$ cat src/rtl/stall_forward_ctrl.sv
// Hazard scoreboard for the 5-stage MIPS pipeline: tracks {rs, rt, wa, tnew} in E/M/W,
// raises the D-stage stall and selects operand forwarding for D and E.
module stall_forward_ctrl #(
   parameter int CNT_W = 32
) (
   input  logic             clk,
   input  logic             reset,
   input  logic [4:0]       rs_D,
   input  logic [4:0]       rt_D,
   input  logic [4:0]       wa_D,
   input  logic [1:0]       Tuse_rs,
   input  logic [1:0]       Tuse_rt,
   input  logic [1:0]       Tnew_D,
   output logic             stall,
   output logic [1:0]       fwd_rs_D,
   output logic [1:0]       fwd_rt_D,
   output logic [1:0]       fwd_rs_E,
   output logic [1:0]       fwd_rt_E,
   output logic [CNT_W-1:0] stall_cnt
);

   typedef struct packed {
      logic [4:0] rs;
      logic [4:0] rt;
      logic [4:0] wa;
      logic [1:0] tnew;
   } entry_t;

   entry_t ent_e, ent_m, ent_w;

   function automatic logic [1:0] sat_dec(input logic [1:0] t);
      return (t == 2'd0) ? 2'd0 : t - 2'd1;
   endfunction

   // The nearest writer of r governs: an E match hides any older M match.
   function automatic logic op_hit(input logic [4:0] r, input logic [1:0] tuse,
                                   input entry_t e, input entry_t m);
      logic h;
      h = 1'b0;
      if (r != 5'd0) begin
         if (e.wa == r)      h = (e.tnew > tuse);
         else if (m.wa == r) h = (m.tnew > tuse);
      end
      return h;
   endfunction

   // newer_hit: a stage younger than M writes r, so neither M nor W may forward.
   function automatic logic [1:0] fwd_sel(input logic [4:0] r, input logic newer_hit,
                                          input entry_t m, input entry_t w);
      logic [1:0] s;
      s = 2'd0;
      if (r != 5'd0 && !newer_hit) begin
         if (m.wa == r)      s = (m.tnew == 2'd0) ? 2'd1 : 2'd0;
         else if (w.wa == r) s = 2'd2;
      end
      return s;
   endfunction

   always_comb begin
      stall    = op_hit(rs_D, Tuse_rs, ent_e, ent_m) | op_hit(rt_D, Tuse_rt, ent_e, ent_m);
      fwd_rs_D = fwd_sel(rs_D, (ent_e.wa == rs_D), ent_m, ent_w);
      fwd_rt_D = fwd_sel(rt_D, (ent_e.wa == rt_D), ent_m, ent_w);
      fwd_rs_E = fwd_sel(ent_e.rs, 1'b0, ent_m, ent_w);
      fwd_rt_E = fwd_sel(ent_e.rt, 1'b0, ent_m, ent_w);
   end

   always_ff @(posedge clk or posedge reset) begin
      if (reset) begin
         ent_e     <= '0;
         ent_m     <= '0;
         ent_w     <= '0;
         stall_cnt <= '0;
      end else begin
         ent_w      <= ent_m;
         ent_w.tnew <= sat_dec(ent_m.tnew);
         ent_m      <= ent_e;
         ent_m.tnew <= sat_dec(ent_e.tnew);
         if (stall) ent_e <= '0;
         else       ent_e <= '{rs: rs_D, rt: rt_D, wa: wa_D, tnew: Tnew_D};
         if (stall && stall_cnt != {CNT_W{1'b1}})
            stall_cnt <= stall_cnt + CNT_W'(1);
      end
   end

endmodule

$ cat config.mk
export PLATFORM = sky130hd
export DESIGN_NAME = stall_forward_ctrl
export DESIGN_NICKNAME = d
export VERILOG_FILES = /design/src/rtl/stall_forward_ctrl.sv
export SDC_FILE = /design/constraint.sdc
export NUM_CORES = 1
export LEC_CHECK = 0
export ABC_CLOCK_PERIOD_IN_PS = 3160
export BUFFER_PORTS_ARGS = -buffer_cell sky130_fd_sc_hd__buf_2
export CAP_MARGIN = 0
export CORE_ASPECT_RATIO = 1.5
export CORE_MARGIN = 2
export CORE_UTILIZATION = 41
export CTS_BUF_LIST = sky130_fd_sc_hd__clkbuf_4
export DETAILED_ROUTE_END_ITERATION = 16
export SLEW_MARGIN = 10
export SYNTH_ARGS = -nofsm -noshare
export SYNTH_HDL_FRONTEND = slang
export SYNTH_SLANG_ARGS = --single-unit
$ cat constraint.sdc
create_clock -name clk -period 3.16 [get_ports clk]
set_input_delay 0.316 -clock clk [delete_from_list [all_inputs] [get_ports clk]]
set_output_delay 0.316 -clock clk [all_outputs]
set_load 0.01 [all_outputs]
After elaboration in Yosys (flattened, before gate mapping)
Index checks and enable logic that the tools add are counted.
- memory bits (read-only): 0
- memory bits (writable): 0
- memories: 0
- latch bits: 0
- word-level logic and storage cells: 58
- register bits after elaboration: 61
- $mul: 0
- add/sub/neg operators: 2
- equal/unequal tests: 11
- div/mod/pow operators: 0
- magnitude comparators: 4
- shifts and indexed selects: 0
- mux-type cells: 21
- reduce and logical (&&, ||, !) cells: 11
- bitwise operators: 1
- operator list (kind ; count):
    5-bit == test ; 10
    32-bit by 1-bit adder with 32-bit output, second input constant ; 1
    32-bit inequality test, second input constant ; 1
    2-bit 2-to-1 mux ; 13
    5-bit nonzero test ; 4
    17-bit 2-to-1 mux ; 1
    2-bit greater-than comparator ; 4
    1-bit 2-to-1 mux ; 7
    2-bit logical NOT ; 2
    1-bit logical AND ; 3
    1-bit logical NOT ; 2
    2-bit by 1-bit subtractor with 2-bit output, second input constant ; 1
    1-bit bitwise OR ; 1

Depth between registers and ports, before layout
- depth in word-level cells: 6
- mapped depth: 11

Least setup slack after synthesis
No wires, ideal clock.
- kind: register to register
- from: register ent_m[1] in the netlist's numbering
- to: register stall_cnt[24]
- clock period less this slack: 2.314 ns
- setup time: 0.125 ns
- cell stages (with the launch flop): 11
- setup slack: 0.846 ns
- arrival time: 2.189 ns
- path buffers: 1
- cell sequence: dfrtp_1 > ha_1 > nor2b_1 > o21ai_0 > nor3_1 > o211ai_2 > and2_4 > buf_6 > clkinv_1 > nand3_1 > mux2_2
- cells in the longest elaborated chain, start to end: 6
- ends and longest elaborated chain (element ; RTL line ; RTL):
    from (decl) ; 29 ; entry_t ent_e, ent_m, ent_w;
    from (signal assigned) ; 76 ; ent_m <= ent_e;
    2-bit greater-than comparator ; 42 ; else if (m.wa == r) h = (m.tnew > tuse);
    1-bit 2-to-1 mux ; 42 ;
    1-bit 2-to-1 mux ; 41 ; if (e.wa == r) h = (e.tnew > tuse);
    1-bit 2-to-1 mux ; 40 ; if (r != 5'd0) begin
    1-bit bitwise OR * ; 60 ; stall = op_hit(rs_D, Tuse_rs, ent_e, ent_m) | op_hit(rt_D, Tuse_rt, ent_e, ent_m);
    via stall ; 14 ; output logic stall,
    1-bit logical AND * ; 80 ; if (stall && stall_cnt != {CNT_W{1'b1}})
    to (signal assigned) ; 81 ; stall_cnt <= stall_cnt + CNT_W'(1);
    to (decl) ; 19 ; output logic [CNT_W-1:0] stall_cnt
Mark *: on every way through the listed nets, which the timed path passes. The rest lies on a longest branch.
A chain may end at the register's enable or synchronous reset.

Worst setup path after layout
- from: register ent_m[1] in the netlist's numbering
- to: output port stall
- cells in the longest elaborated chain, start to end: 5
- ends and longest elaborated chain (element ; RTL line):
    2-bit greater-than comparator ; 42
    1-bit 2-to-1 mux ; 42
    1-bit 2-to-1 mux ; 41
    1-bit 2-to-1 mux ; 40
    1-bit bitwise OR * ; 60
    to (decl) ; 14
Mark *: on every way between the ends. The rest lies on a longest branch, timed or not.

==> flow_summary.yaml <==
synth:
  postSynthAreaPerCell_sq_um: 10.55
  synth_fp_nets: 357
  synth_sequential_area_ratio_pct: 44.51
  synth_cell_type_count: 37
  synthesis.yosys.warnings: 0
  yosys_register_bits: 61
  yosysTopAreaCell: "dfrtp_1"
  dominantRegCellSynth: "dfrtp_1"
  yosysTopAreaCellShare_pct: 44.51
  syn_inst: 325
  synth_enable_flop_cells: 0
  syn-cell-area_sq_um: 3430
  postSynth.asyncResetShare_pct: 100.0
  ys_top_cells_by_area: "dfrtp_1 45%, xor2_1 13%, xnor2_1 6.9%"
worst_setup_path:
  regToRegEndpoint: "stall_cnt[9]$_DFFE_PP0P_"
  cp_data_required_time_ns: 2.84
  kind_of_end_point_of_the_critical_path: "output pin"
  worst_setup_path_start_kind: "register"
  worst_ep_arrival_time_ns: 2.59
  rrSetupSlack_ns: 0.62
  critPathKind: "register to output pin"
  crit_path_max_cell_delay_ns: 0.45
  cp_cell_sequence: "ha_1, nor2b_1, o21ai_0, nor3_1, o211ai_2, and2_4, clkinv_1, buf_2"
  reg2reg_from: "ent_m[1]$_DFF_PP0_"
  worst_path_max_delay_cell: "dfrtp_1"
  critical_path.max_fanout: 12
  crit_start: "ent_m[1]$_DFF_PP0_"
  worst-r2r-cell-count: 8
route:
  drt_drc_violations_left: 0
  ant_nets: 0
  first_pass_iters: 4
  met3_wirelength_um: 429
  drt_first_iter_violations: 115
  post_drt_wl_per_cell_um: 16.18
  wl_um: 8204
  top_layer_used: "met4"
  vias_per_cell: 5.217
  vias: 2645
  wl_met2_um: 4329
  wirelength_met1_um: 3179
clock_network:
  ctsLongestPathBuffers: 2
  cts_resized: 0
  numClockSinks: 61
  h-tree-depth: 3
  cts_root_buf: "clkbuf_4"
  worstSkewPairLatency_ns: 0.41
  cts.clk_slew.worst_paths_ns: 0.11
  tritoncts: "done"
  clock_buffer_count_from_cts: 9
sta:
  layout_min_cycle_time_ns: 2.907
  timing.final.max_slew_violations: 0
  rsz0062_at_grt: "false"
  slew_headroom_pct: 68.83
  fmaxAchievable_ghz: 0.3440
  setup_viol: 0
  worst_hold_slack_ns: 0.1291
  hold_violations: 0
  fin_worst_skew_ns: 0.008753
  period_share_pct: 92.01
  fin_tns_setup_ns: 0
  timing_worst_slew_pin_value_ns: 0.4632
min_path:
  hold_path.startpoint: "wa_D[1]"
  class_of_the_most_critical_hold_timing_path: "primary input to register"
  holdPathEnd: "ent_e[3]$_DFF_PP0_"
  worst_hold_path.num_cells: 2
power:
  p_per_area_nw_per_um2: 505.9
  peakVddDrop_mv: 0.4384
  power_leakage_nw: 1.998
global_route:
  grt-ovfl-total: 0
  first_pass_grt_wire_length_um: 13550
  track_usage_pct: 19.69
  antenna_found_initial: 0
  number_of_global_route_vias_before_repair: 2660
  pin_count_of_the_biggest_net_entering_global_routing: 24
floorplan:
  core.rowCount: 40
  core_area_sq_um: 8058
  die-width_um: 78.68
  die_area_sq_um: 9127
  y_dimension_of_the_die_um: 116.0
  initial_utilization_pct: 42.56
  num_io_pins: 64
cells_and_area:
  antennaDiodeCount: 0
  fin_nets: 429
  layout-drive-gt1-share_pct: 25.37
  area_growth_pct: 18.17
  layoutNonFillerInstCount: 507
  multi_input_comb_area_sq_um: 1817
  final-seq-area_sq_um: 1526
  final_cell_area_sq_um: 4053
  nFillCells: 772
  layout.core_utilization_pct: 50.30
placement:
  gp_congestion: 0.8381
  dpl-instance-area_sq_um: 3846
  io_buffer_count: 63
  placed_cells: 488
  dp_hpwl_um: 6245
job:
  max-cap-violations: 0
status:
  outcome: "finished clean"
## cell usage in the layout (no fill, tap or decap), types with 2 or more instances in the layout
cell and count:
nor3_1 19, xnor2_1 27, inv_1 5, clkbuf_4 9
bufinv_16 3, nand4_1 9, buf_4 6, nor4b_1 2
nand3_1 19, and2_1 7, nand2_1 21, nor4_2 6
dfrtp_1 61, nor2b_1 5, nor4_1 4, mux2_2 2
and3_1 26, ha_1 9, buf_2 63, o21ai_0 3
xor2_1 52, nor2_1 15, and4_1 6, clkinv_1 2
clkinvlp_4 2, or4_1 3
## timing repair
action                                  CTS  global route
hold endpoints to repair                 19             0
pin swaps                                 1             1
endpoints found under the setup margin    1             1
gates cloned                              1             0
buffers inserted                          0             1
hold buffers                              1             0
## layer usage
| metal | up-vias | global-route usage [%] |
|---|---|---|
| li1 | 1270 | - |
| met1 | 1275 | 21.70 |
| met2 | 77 | 35.21 |
| met3 | 23 | 4.751 |
| met4 | 0 | 9.708 |
| met5 | - | 0 |
## layout make-up
type                    count  area share, %
clock buffers               9          1.667
clock inverters             7          2.810
inverters                   7         0.6483
multi-input cells         248          44.83
flip-flops and latches     61          37.67
well taps                 105          3.242
repair buffers             70          9.139
## per-stage QoR
stage               setup WS (ns)  power, mW
finish                     0.2526      2.050
CTS                       0.05706      2.078
global placement           0.3713      1.366
detailed placement         0.3366      1.375
floorplan                  0.8462      1.242
global route              0.01620      2.167
## logic make-up after synthesis
kind of cell,count (synthesis),synth area share (%)
multiplexers,2,0.6566
AND/OR/NAND/NOR,148,25.54
buffers and inverters,17,2.736
XOR/XNOR,80,20.65
AO/OA/AOI/OAI,8,2.627
flip-flops,61,44.51
adder cells (fa/ha/maj),9,3.284
## worst max-delay path: cells and delay by family, from the launching register on
kind	cells	cell delay [ns]
AO/OA/AOI/OAI	2	0.41
adder cells (fa/ha/maj)	1	0.31
buffers and inverters	2	0.49
flip-flops	1	0.45
AND/OR/NAND/NOR	3	0.53
## report_power, final
part	internal, mW	leakage, nW	total [mW]	switching [mW]
registers	0.858	0.781	0.969	0.111
clock network	0.396	0.0896	0.692	0.296
logic	0.183	1.13	0.389	0.206
total	1.44	2.00	2.05	0.614
## synthesized netlist by cell type, types with 2 or more instances
cell	count
nor2b_1	5
nand3_1	19
inv_1	6
or4_1	3
and4_1	6
nand2_1	21
dfrtp_1	61
o21ai_0	3
buf_2	3
ha_1	9
nand4_1	9
and2_1	7
nor4_1	4
nor2_1	15
nor4b_1	2
buf_6	2
nor4_2	6
xnor2_1	27
xor2_1	52
nor3_1	19
clkbuf_1	4
and3_1	26
mux2_2	2
## worst max-delay path by stage
stage	to	slack, ns	cells past startpoint
floorplan	stall_cnt[24]$_DFFE_PP0P_	0.85	10
CTS	stall	0.06	7
finish	stall	0.25	8
global placement	stall_cnt[24]$_DFFE_PP0P_	0.37	10
global route	stall	0.02	8
detailed placement	stall_cnt[24]$_DFFE_PP0P_	0.34	10
## registers in the layout (all words and copies together) (netlist names)
register	count
ent_e	17
ent_m	7
ent_w	5
stall_cnt	32
No activity file was read; power rests on OpenSTA's default activity.
